--- src/rtl/ws2812b_tx_pkg.sv ---
// Shared constants, FSM encoding and timing snapshot type for the WS2812B
// transmitter peripheral (register map, reset defaults, field widths).
package ws2812b_tx_pkg;

   localparam int unsigned DATA_W    = 8;
   localparam int unsigned ADDR_W    = 4;
   localparam int unsigned CNT_W     = 16;
   localparam int unsigned SHIFT_W   = 24;
   localparam int unsigned BIT_CNT_W = 5;

   localparam logic [ADDR_W-1:0] ADDR_R         = 4'h0;
   localparam logic [ADDR_W-1:0] ADDR_G         = 4'h1;
   localparam logic [ADDR_W-1:0] ADDR_B         = 4'h2;
   localparam logic [ADDR_W-1:0] ADDR_START     = 4'h3;
   localparam logic [ADDR_W-1:0] ADDR_STATUS    = 4'h4;
   localparam logic [ADDR_W-1:0] ADDR_LATCH_LO  = 4'h6;
   localparam logic [ADDR_W-1:0] ADDR_LATCH_HI  = 4'h7;
   localparam logic [ADDR_W-1:0] ADDR_T0H       = 4'h8;
   localparam logic [ADDR_W-1:0] ADDR_T1H       = 4'h9;
   localparam logic [ADDR_W-1:0] ADDR_PERIOD    = 4'hA;
   localparam logic [ADDR_W-1:0] ADDR_LED_COUNT = 4'hC;

   localparam logic [CNT_W-1:0]  LATCH_TICKS_DEF = 16'd3840;
   localparam logic [DATA_W-1:0] T0H_DEF         = 8'd26;
   localparam logic [DATA_W-1:0] T1H_DEF         = 8'd51;
   localparam logic [DATA_W-1:0] PERIOD_DEF      = 8'd80;
   localparam logic [DATA_W-1:0] LED_COUNT_DEF   = 8'd1;

   typedef enum logic [1:0] {
      ST_IDLE,
      ST_HIGH,
      ST_LOW,
      ST_LATCH
   } state_t;

   // Timing registers as a group, so a START can freeze them in one move
   typedef struct packed {
      logic [CNT_W-1:0]  latch_ticks;
      logic [DATA_W-1:0] t0h;
      logic [DATA_W-1:0] t1h;
      logic [DATA_W-1:0] period;
   } timing_t;

   localparam timing_t TIMING_DEF = '{
      latch_ticks: LATCH_TICKS_DEF,
      t0h:         T0H_DEF,
      t1h:         T1H_DEF,
      period:      PERIOD_DEF
   };

   // Phase lengths of zero are stretched to one cycle
   function automatic logic [CNT_W-1:0] at_least_one(input logic [CNT_W-1:0] v);
      return (v == '0) ? CNT_W'(1) : v;
   endfunction

endpackage

--- src/rtl/ws2812b_tx_bit_timer.sv ---
// Phase down-counter for the HIGH, LOW and LATCH phases.
// Ports: clk, rst_n (async active-low), load / load_val (start a phase of
// load_val cycles), phase_done_c (combinational, high in the last cycle).
module ws2812b_tx_bit_timer
   import ws2812b_tx_pkg::*;
(
   input  logic             clk,
   input  logic             rst_n,
   input  logic             load,
   input  logic [CNT_W-1:0] load_val,
   output logic             phase_done_c
);

   logic [CNT_W-1:0] count;

   // Count down to 1; the cycle holding 1 is the last cycle of the phase
   always_ff @(posedge clk or negedge rst_n) begin
      if (!rst_n) begin
         count <= '0;
      end else if (load) begin
         count <= load_val;
      end else if (count != '0) begin
         count <= count - CNT_W'(1);
      end
   end

   assign phase_done_c = (count == CNT_W'(1));

endmodule

--- src/rtl/ws2812b_tx_peripheral.sv ---
// WS2812B single-wire LED transmitter with a small register file.
// Ports: clk, rst_n (async active-low), ui_in (unused), uo_out (DOUT on all
// bits), address / data_write / data_in (register write), data_out
// (combinational register read).
// Build option: WS2812B_TX_MULTI_LED_EN makes LED_COUNT writable and sends
// that many LEDs per START; otherwise one LED per START.
module ws2812b_tx_peripheral
   import ws2812b_tx_pkg::*;
(
   input  logic              clk,
   input  logic              rst_n,
   input  logic [DATA_W-1:0] ui_in,
   output logic [DATA_W-1:0] uo_out,
   input  logic [ADDR_W-1:0] address,
   input  logic              data_write,
   input  logic [DATA_W-1:0] data_in,
   output logic [DATA_W-1:0] data_out
);

   logic [DATA_W-1:0]    red;
   logic [DATA_W-1:0]    green;
   logic [DATA_W-1:0]    blue;
   timing_t              cfg;
   timing_t              snap;
`ifdef WS2812B_TX_MULTI_LED_EN
   logic [DATA_W-1:0]    led_count;
`endif
   state_t               state;
   logic                 dout;
   logic [SHIFT_W-1:0]   shreg;
   logic [BIT_CNT_W-1:0] bit_cnt;
   logic [DATA_W-1:0]    leds_left;

   logic                 busy_c;
   logic                 start_c;
   logic                 last_bit_c;
   logic                 last_led_c;
   logic                 next_bit_c;
   logic [DATA_W-1:0]    start_txh_c;
   logic [DATA_W-1:0]    txh_c;
   logic [DATA_W-1:0]    next_txh_c;
   logic [DATA_W-1:0]    low_len_c;
   logic [DATA_W-1:0]    first_leds_c;
   logic                 tmr_load_c;
   logic [CNT_W-1:0]     tmr_val_c;
   logic                 phase_done_c;
   logic                 unused_c;

   assign unused_c = ^ui_in;
   assign busy_c   = (state != ST_IDLE);
   assign start_c  = data_write && (address == ADDR_START) && !busy_c;
   assign uo_out   = {DATA_W{dout}};

`ifdef WS2812B_TX_MULTI_LED_EN
   assign first_leds_c = (led_count == '0) ? DATA_W'(1) : led_count;
`else
   assign first_leds_c = DATA_W'(1);
`endif

   // Bit timing: current bit from the frozen snapshot, first bit from live config
   assign start_txh_c = green[DATA_W-1] ? cfg.t1h : cfg.t0h;
   assign txh_c       = shreg[SHIFT_W-1] ? snap.t1h : snap.t0h;
   assign low_len_c   = (txh_c >= snap.period) ? DATA_W'(1) : DATA_W'(snap.period - txh_c);
   assign last_bit_c  = (bit_cnt == BIT_CNT_W'(SHIFT_W - 1));
   assign last_led_c  = (leds_left <= DATA_W'(1));
   assign next_bit_c  = last_bit_c ? green[DATA_W-1] : shreg[SHIFT_W-2];
   assign next_txh_c  = next_bit_c ? snap.t1h : snap.t0h;

   // Register file writes
   always_ff @(posedge clk or negedge rst_n) begin
      if (!rst_n) begin
         red   <= '0;
         green <= '0;
         blue  <= '0;
         cfg   <= TIMING_DEF;
`ifdef WS2812B_TX_MULTI_LED_EN
         led_count <= LED_COUNT_DEF;
`endif
      end else if (data_write) begin
         case (address)
            ADDR_R:         red                        <= data_in;
            ADDR_G:         green                      <= data_in;
            ADDR_B:         blue                       <= data_in;
            ADDR_LATCH_LO:  cfg.latch_ticks[7:0]       <= data_in;
            ADDR_LATCH_HI:  cfg.latch_ticks[15:8]      <= data_in;
            ADDR_T0H:       cfg.t0h                    <= data_in;
            ADDR_T1H:       cfg.t1h                    <= data_in;
            ADDR_PERIOD:    cfg.period                 <= data_in;
`ifdef WS2812B_TX_MULTI_LED_EN
            ADDR_LED_COUNT: led_count                  <= data_in;
`endif
            default: ;
         endcase
      end
   end

   // Length of the phase that starts at the coming edge
   always_comb begin
      tmr_load_c = 1'b0;
      tmr_val_c  = '0;
      case (state)
         ST_IDLE: begin
            if (start_c) begin
               tmr_load_c = 1'b1;
               tmr_val_c  = at_least_one(CNT_W'(start_txh_c));
            end
         end
         ST_HIGH: begin
            if (phase_done_c) begin
               tmr_load_c = 1'b1;
               tmr_val_c  = CNT_W'(low_len_c);
            end
         end
         ST_LOW: begin
            if (phase_done_c) begin
               tmr_load_c = 1'b1;
               tmr_val_c  = (last_bit_c && last_led_c) ? at_least_one(snap.latch_ticks)
                                                       : at_least_one(CNT_W'(next_txh_c));
            end
         end
         default: ;
      endcase
   end

   ws2812b_tx_bit_timer u_bit_timer (
      .clk          (clk),
      .rst_n        (rst_n),
      .load         (tmr_load_c),
      .load_val     (tmr_val_c),
      .phase_done_c (phase_done_c)
   );

   // Frame sequencer; DOUT comes straight from a flop
   always_ff @(posedge clk or negedge rst_n) begin
      if (!rst_n) begin
         state     <= ST_IDLE;
         dout      <= 1'b0;
         shreg     <= '0;
         bit_cnt   <= '0;
         leds_left <= '0;
         snap      <= '0;
      end else begin
         case (state)
            ST_IDLE: begin
               if (start_c) begin
                  snap      <= cfg;
                  shreg     <= {green, red, blue};
                  bit_cnt   <= '0;
                  leds_left <= first_leds_c;
                  state     <= ST_HIGH;
                  dout      <= 1'b1;
               end
            end
            ST_HIGH: begin
               if (phase_done_c) begin
                  state <= ST_LOW;
                  dout  <= 1'b0;
               end
            end
            ST_LOW: begin
               if (phase_done_c) begin
                  if (!last_bit_c) begin
                     shreg   <= {shreg[SHIFT_W-2:0], 1'b0};
                     bit_cnt <= bit_cnt + BIT_CNT_W'(1);
                     state   <= ST_HIGH;
                     dout    <= 1'b1;
                  end else if (!last_led_c) begin
                     shreg     <= {green, red, blue};
                     bit_cnt   <= '0;
                     leds_left <= leds_left - DATA_W'(1);
                     state     <= ST_HIGH;
                     dout      <= 1'b1;
                  end else begin
                     state <= ST_LATCH;
                  end
               end
            end
            ST_LATCH: begin
               if (phase_done_c) begin
                  state <= ST_IDLE;
               end
            end
            default: state <= ST_IDLE;
         endcase
      end
   end

   // Register read mux
   always_comb begin
      data_out = '0;
      case (address)
         ADDR_R:         data_out = red;
         ADDR_G:         data_out = green;
         ADDR_B:         data_out = blue;
         ADDR_STATUS:    data_out = {DATA_W{busy_c}};
         ADDR_LATCH_LO:  data_out = cfg.latch_ticks[7:0];
         ADDR_LATCH_HI:  data_out = cfg.latch_ticks[15:8];
         ADDR_T0H:       data_out = cfg.t0h;
         ADDR_T1H:       data_out = cfg.t1h;
         ADDR_PERIOD:    data_out = cfg.period;
`ifdef WS2812B_TX_MULTI_LED_EN
         ADDR_LED_COUNT: data_out = led_count;
`endif
         default: ;
      endcase
   end

endmodule

--- config.mk ---
export PLATFORM = sky130hd
export DESIGN_NAME = ws2812b_tx_peripheral
export DESIGN_NICKNAME = d
export VERILOG_FILES = /design/src/rtl/ws2812b_tx_pkg.sv /design/src/rtl/ws2812b_tx_bit_timer.sv /design/src/rtl/ws2812b_tx_peripheral.sv
export SDC_FILE = /design/constraint.sdc
export NUM_CORES = 1
export LEC_CHECK = 0
export BUFFER_PORTS_ARGS = -buffer_cell sky130_fd_sc_hd__buf_2
export CAP_MARGIN = 20
export CORE_AREA = 2 2 179 93
export DETAILED_ROUTE_END_ITERATION = 16
export DIE_AREA = 0 0 181 95
export HOLD_SLACK_MARGIN = 0.1
export PLACE_DENSITY = 0.72
export SLEW_MARGIN = 30
export SYNTH_ARGS = -nofsm -noshare
export SYNTH_HDL_FRONTEND = slang
export SYNTH_SLANG_ARGS = --single-unit
--- constraint.sdc ---
create_clock -name clk -period 3.5 [get_ports clk]
set_input_delay 0.525 -clock clk [delete_from_list [all_inputs] [get_ports clk]]
set_output_delay 0.525 -clock clk [all_outputs]
set_load 0.01 [all_outputs]
==> results of run 1 <==
[per-stage QoR]
stage	std cells	hold slack, ps
floorplan	779	229
global placement	994	468
detailed placement	994	475
CTS	1027	489
global route	1027	501
finish	1027	488
[synth_stat cells, types with 5 or more instances]
library cell / count
dfstp_2: 13
or3_1: 6
o21ai_0: 14
dfrtp_1: 147
and3_1: 5
nor2_1: 45
a21oi_1: 32
mux2_2: 107
buf_4: 8
inv_1: 15
nand2_1: 77
a22oi_1: 10
nand2b_1: 6
a221oi_1: 8
nor4_1: 8
nand3_1: 16
a211oi_1: 5
buf_2: 6
nor2b_1: 5
o21ai_1: 34
xnor2_1: 7
nor3_1: 20
a31oi_1: 5
mux2i_1: 50
nor3b_1: 6
a22o_1: 6
ha_1: 18
clkbuf_1: 20
nand4_1: 6
[path summary, 6_finish.rpt]
| check | from | to | depth (start not counted) | slack [ps] |
|---|---|---|---|---|
| max | shreg[23] | u_bit_timer.count[1] | 10 | 310 |
| min in group asynchronous | rst_n | u_bit_timer.count[8] | 2 | 670 |
| min | shreg[13] | shreg[13] | 2 | 490 |
| max in group asynchronous | rst_n | cfg[17] | 3 | 1980 |
| max reg2reg | shreg[23] | u_bit_timer.count[1] | 10 | 310 |
| min reg2reg | shreg[13] | shreg[13] | 2 | 490 |
[power breakdown]
group | internal [mW] | switching, mW | leakage (nW)
Clock | 1.10 | 0.768 | 0.278
Combinational | 1.33 | 1.67 | 1.97
Sequential | 2.46 | 0.707 | 2.02
Total | 4.89 | 3.15 | 4.26
[critical path: cells and delay by family, from the launching register on]
family,cells,cell delay [ps]
and+or+nand+nor,1,310
DFF,1,380
adders and majority gates,2,580
muxes,1,220
AOI/OAI and AO/OA,5,1500
buffers and inverters,1,60
[area by class of cell]
cell class                      count  area [um^2]  area share [%]
Clock buffer                       22          474            5.02
Clock inverter                     10          110            1.17
Inverter                           15         56.3           0.596
Multi-Input combinational cell    564         4240            44.8
Sequential cell                   160         4020            42.5
Tap cell                          210          263            2.78
Timing Repair Buffer               46          292            3.08
[sequential cells by signal, summed over array words and instances, names as in the netlist]
name               flops
dout                   1
bit_cnt                5
red                    8
blue                   8
state                  2
cfg                   40
snap                  40
green                  8
shreg                 24
u_bit_timer.count     16
leds_left              8
[cells by family after synthesis]
kind of cell | Yosys count | share of synthesized area, %
simple gates | 227 | 13.7
mux | 161 | 21.0
flops | 160 | 47.3
compound gates | 147 | 11.1
buf+inv | 55 | 3.05
fa+ha+maj | 19 | 2.88
xor+xnor | 10 | 1.03
[per-layer routing]
metal  vias up  share of wire, %
li1       2914                 -
met1      3303                49
met2       273                38
met3        28                12
met4         0              0.88
met5         -                 0
==> results.yml, run 1 <==
die:
  fp-row-count: 33
  die-area_um2: 17200
  fp.dieW_um: 181
  coreArea_um2: 15900
  start_util_pct: 53.6
  io_pins: 39
  die_h_um: 95
synth:
  synth_top_area_share_pct: 43.3
  postSynth.asyncResetShare_pct: 100
  yosys.area.top_type: "dfrtp_1"
  ys_dominant_reg_cell: "dfrtp_1"
  seq_area_frac_synth_pct: 47.3
  synthCells: 779
  synth_edf_count: 0
  netlist_area_um2: 8500
  yosysUniqueCellTypes: 65
  yosys_register_bits: 160
  synth.area.top_cells: "dfrtp_1 (43%), mux2_2 (14%), mux2i_1 (5.9%)"
  avgSynthCellArea_um2: 10.9
  synth_warnings: 0
  syn-num-nets: 821
setup_path:
  cpMaxStageDelayCell: "a2111oi_0"
  crit_type: "reg2reg"
  setup.worst_path.end_class: "flip-flop"
  crit_arrival_ps: 3500
  critPathLaunchType: "flip-flop"
  path_max_fanout: 7
  max_stage_delay_ps: 610
  crit_required_ps: 3810
  crit_chain: "mux2_2 -> ha_1 -> inv_1 -> fa_1 -> a211oi_1 -> o21bai_1 -> a2111oi_0 -> nor3_1 -> a221oi_1 -> a21oi_1"
timing:
  min_period_ps: 3190
  maxSlewHeadroom_pct: 41.5
  drv_slew: 0
  setup_viol: 0
  rsz0062_at_grt: "false"
  finClkSkew_ps: 15.9
  max_freq_mhz: 314
  finalCritPeriodShare_pct: 91.1
  worst_slew_pin_slew_ps: 871
  setup_slack_ps: 313
  fin_setup_tns_ps: 0
  hold_violations: 0
global_route:
  grt_max_degree: 75
  gr-usage-all-layers_pct: 29.5
  grt_util_met3_pct: 12.5
  antenna_found_initial: 0
  grt.busiest_layer: "met1"
  grt-ovfl-total: 0
  grt_pass1_wl_um: 37400
  grt_pass1_vias: 6399
  met2_usage_pct: 39.2
  grt_use_met1_pct: 44.1
layout:
  n_antenna_cell: 0
  fin_nets: 846
  layout-drive-gt1-share_pct: 26.3
  n_fill_cell: 1307
  area_delta_synth_final_pct: 11.2
  final_common_cell: "dfrtp_1"
  final_cell_mix: "dfrtp_1 (147), mux2_2 (107), nand2_1 (77)"
  final_core_util_pct: 59.6
  final_area_um2: 9450
clocking:
  tritoncts: "yes"
  ctsResizeCount: 0
  cts_setup_buffers: 0
  postCtsHoldBufs: 1
  cts_root_buf: "clkbuf_16"
  insertion_delay_ps: 440
  clockBufferDepth: 2
  cts_max_level: 4
  clock-sinks: 160
  cts_buffers: 17
  path_clk_slew_ps: 70
pwr:
  powerDensity_nw_per_um2: 850
  p_leak_nw: 4.26
  max-vdd-ir-drop_v: 0.000431
  p_total_mw: 8.03
routing:
  routed-via-count: 6518
  viasPerCell: 6.35
  drtIter0Drc: 654
  totalWireLength_um: 24000
  wl_per_cell_um: 23.3
  antenna_left: 0
  first_pass_iters: 7
  drc_errors: 0
placed_design:
  gp_congestion: 0.933
  portBuffers: 30
  dpl.hpwl_um: 17900
  dpl_worst_slack_ps: 375
  placed_area_um2: 8860
outcome:
  status: "finished clean"
run:
  drv_cap: 0
worst_hold_path:
  min_path_type: "reg2reg"
No activity file was read; power rests on OpenSTA's default activity.
==> run 2, diff against run 1 <==
--- a/config.mk
+++ b/config.mk
@@ -7,11 +7,10 @@
 export LEC_CHECK = 0
 export BUFFER_PORTS_ARGS = -buffer_cell sky130_fd_sc_hd__buf_2
 export CAP_MARGIN = 20
-export CORE_AREA = 2 2 179 93
+export CORE_AREA = 2 2 264 136
 export DETAILED_ROUTE_END_ITERATION = 16
-export DIE_AREA = 0 0 181 95
+export DIE_AREA = 0 0 266 138
 export HOLD_SLACK_MARGIN = 0.1
-export PLACE_DENSITY = 0.72
 export SLEW_MARGIN = 30
 export SYNTH_ARGS = -nofsm -noshare
 export SYNTH_HDL_FRONTEND = slang
==> run 2 against run 1 <==
  * Count of clock-buffer cells in the layout down 1
  * Global-route usage down 15 points
  * Critical path depth unchanged
  * Core utilization down 31 points
  * Clock skew about the same
  * Combinational power about the same
  * Final cell count up 24%
  * Sequential power about the same
  * Non-clock buffer count unchanged
  * Die area up 110%
  * Highest routed layer unchanged
==> results.yml, run 2 (same netlist as run 1, synthesis figures left out) <==
global_route:
  antenna_found_initial: 1
  grt-ovfl-total: 0
  gr-usage-all-layers_pct: 14.5
  grt_pass1_wl_um: 39600
  grt_pass1_vias: 6219
  grt_max_degree: 73
clocking:
  cts_buffers: 17
  ctsResizeCount: 0
  path_clk_slew_ps: 70
  insertion_delay_ps: 440
  tritoncts: "yes"
  cts_max_level: 4
  cts_setup_buffers: 0
  cts_root_buf: "clkbuf_16"
  clock-sinks: 160
  clockBufferDepth: 2
setup_path:
  path_max_fanout: 7
  setup.worst_path.end_class: "flip-flop"
  crit_required_ps: 3810
  critPathLaunchType: "flip-flop"
  crit_type: "reg2reg"
  crit_arrival_ps: 3480
layout:
  n_fill_cell: 3628
  fin_nets: 846
  final_common_cell: "dfrtp_1"
  final_cell_mix: "dfrtp_1 (147), mux2_2 (107), nand2_1 (77)"
  area_delta_synth_final_pct: 15.4
  final_area_um2: 9810
  top_regs: "cfg: 40 flops, snap: 40 flops, shreg: 24 flops"
  layout-drive-gt1-share_pct: 26.6
timing:
  setup_viol: 0
  fin_setup_tns_ps: 0
  worst_slew_pin_slew_ps: 886
  finalCritPeriodShare_pct: 90.4
  maxSlewHeadroom_pct: 40.5
  rsz0062_at_grt: "false"
  max_freq_mhz: 316
  finClkSkew_ps: 16.0
  setup_slack_ps: 335
  hold_violations: 0
  min_period_ps: 3170
  worst_hold_slack_ps: 487
  drv_slew: 0
pwr:
  swShare_pct: 39.5
  p_sw_mw: 3.23
  max-vdd-ir-drop_v: 0.000407
  p_leak_nw: 4.29
  p_clk_share_pct: 24.1
  p_int_mw: 4.93
  comb_power_share_pct: 37.0
  p_total_mw: 8.16
  powerDensity_nw_per_um2: 832
  p_seq_share_pct: 38.9
die:
  fp.dieW_um: 266
  die-area_um2: 36700
  coreArea_um2: 34800
  die_h_um: 138
  fp-row-count: 49
  start_util_pct: 24.4
  io_pins: 39
placed_design:
  dpl.hpwl_um: 19900
  gp_congestion: 0.944
  dpl_worst_slack_ps: 415
  placed_area_um2: 9190
  portBuffers: 30
routing:
  first_pass_iters: 6
  antenna_left: 0
  drtIter0Drc: 682
  wl_per_cell_um: 20.4
  totalWireLength_um: 26000
  drc_errors: 0
  viasPerCell: 5.16
  routed-via-count: 6586
outcome:
  status: "finished clean"
worst_hold_path:
  min_path_type: "in2reg"
run:
  drv_cap: 0
[run 2: final cells by class]
| type | count | area, um^2 | share of cell area, % |
|---|---|---|---|
| Timing Repair Buffer | 46 | 304 | 3.10 |
| Antenna cell | 1 | 2.50 | 0.0255 |
| Clock buffer | 21 | 460 | 4.69 |
| Multi-Input combinational cell | 564 | 4240 | 43.2 |
| Sequential cell | 160 | 4020 | 41.0 |
| Inverter | 15 | 56.3 | 0.574 |
| Tap cell | 459 | 574 | 5.85 |
| Clock inverter | 11 | 153 | 1.56 |
[run 2: worst max-delay path: stages (launching register included)]
cell and delay [ps]:
dfrtp_1 390, mux2_2 230, ha_1 170, inv_1 60, fa_1 420, a211oi_1 250, o21bai_1 170, a2111oi_0 570
nor3_1 300, a221oi_1 370, a21oi_1 110
[run 2: layer usage]
layer,share of wire [%],track usage (%),wire [um],vias to the layer above
li1,-,-,-,2924
met1,52,23.3,13500,3370
met3,15,8.27,3860,17
met2,32,15.3,8360,275
met5,0,0,0,-
met4,0.96,3.25,249,0
[run 2: path summary, 6_finish.rpt]
check	cells after the start	end	slack [ps]	from
worst min-delay path	2	red[7]	490	data_in[7]
worst min register to register	2	shreg[16]	490	shreg[16]
worst max register to register	10	u_bit_timer.count[1]	330	shreg[23]
min in group asynchronous	2	shreg[22]	670	rst_n
max in group asynchronous	3	cfg[33]	1970	rst_n
worst max-delay path	10	u_bit_timer.count[1]	330	shreg[23]
[run 2: through the flow]
stage | util (%) | cells
3_5_place_dp | 26.4 | 1243
3_3_place_gp | 26.4 | 1243
2_1_floorplan | - | 779
5_1_grt | 28.2 | 1276
4_1_cts | 28.2 | 1276
6_report | 28.2 | 1277
[run 2: power groups by stage]
| stage | clock [mW] | sequential [mW] | combinational [mW] |
|---|---|---|---|
| after global routing | 2.07 | 3.25 | 3.33 |
| after floorplan | 0 | 2.84 | 2.19 |
| after detailed placement | 0 | 3.17 | 2.93 |
| after CTS | 1.99 | 3.14 | 2.94 |
| final | 1.97 | 3.18 | 3.02 |
| after global placement | 0 | 3.14 | 2.88 |
[run 2: timing repair]
| item | CTS | global route |
|---|---|---|
| hold buffers | 1 | 0 |
| endpoints found under the setup margin | 0 | 0 |
| hold endpoints to repair | 42 | 0 |
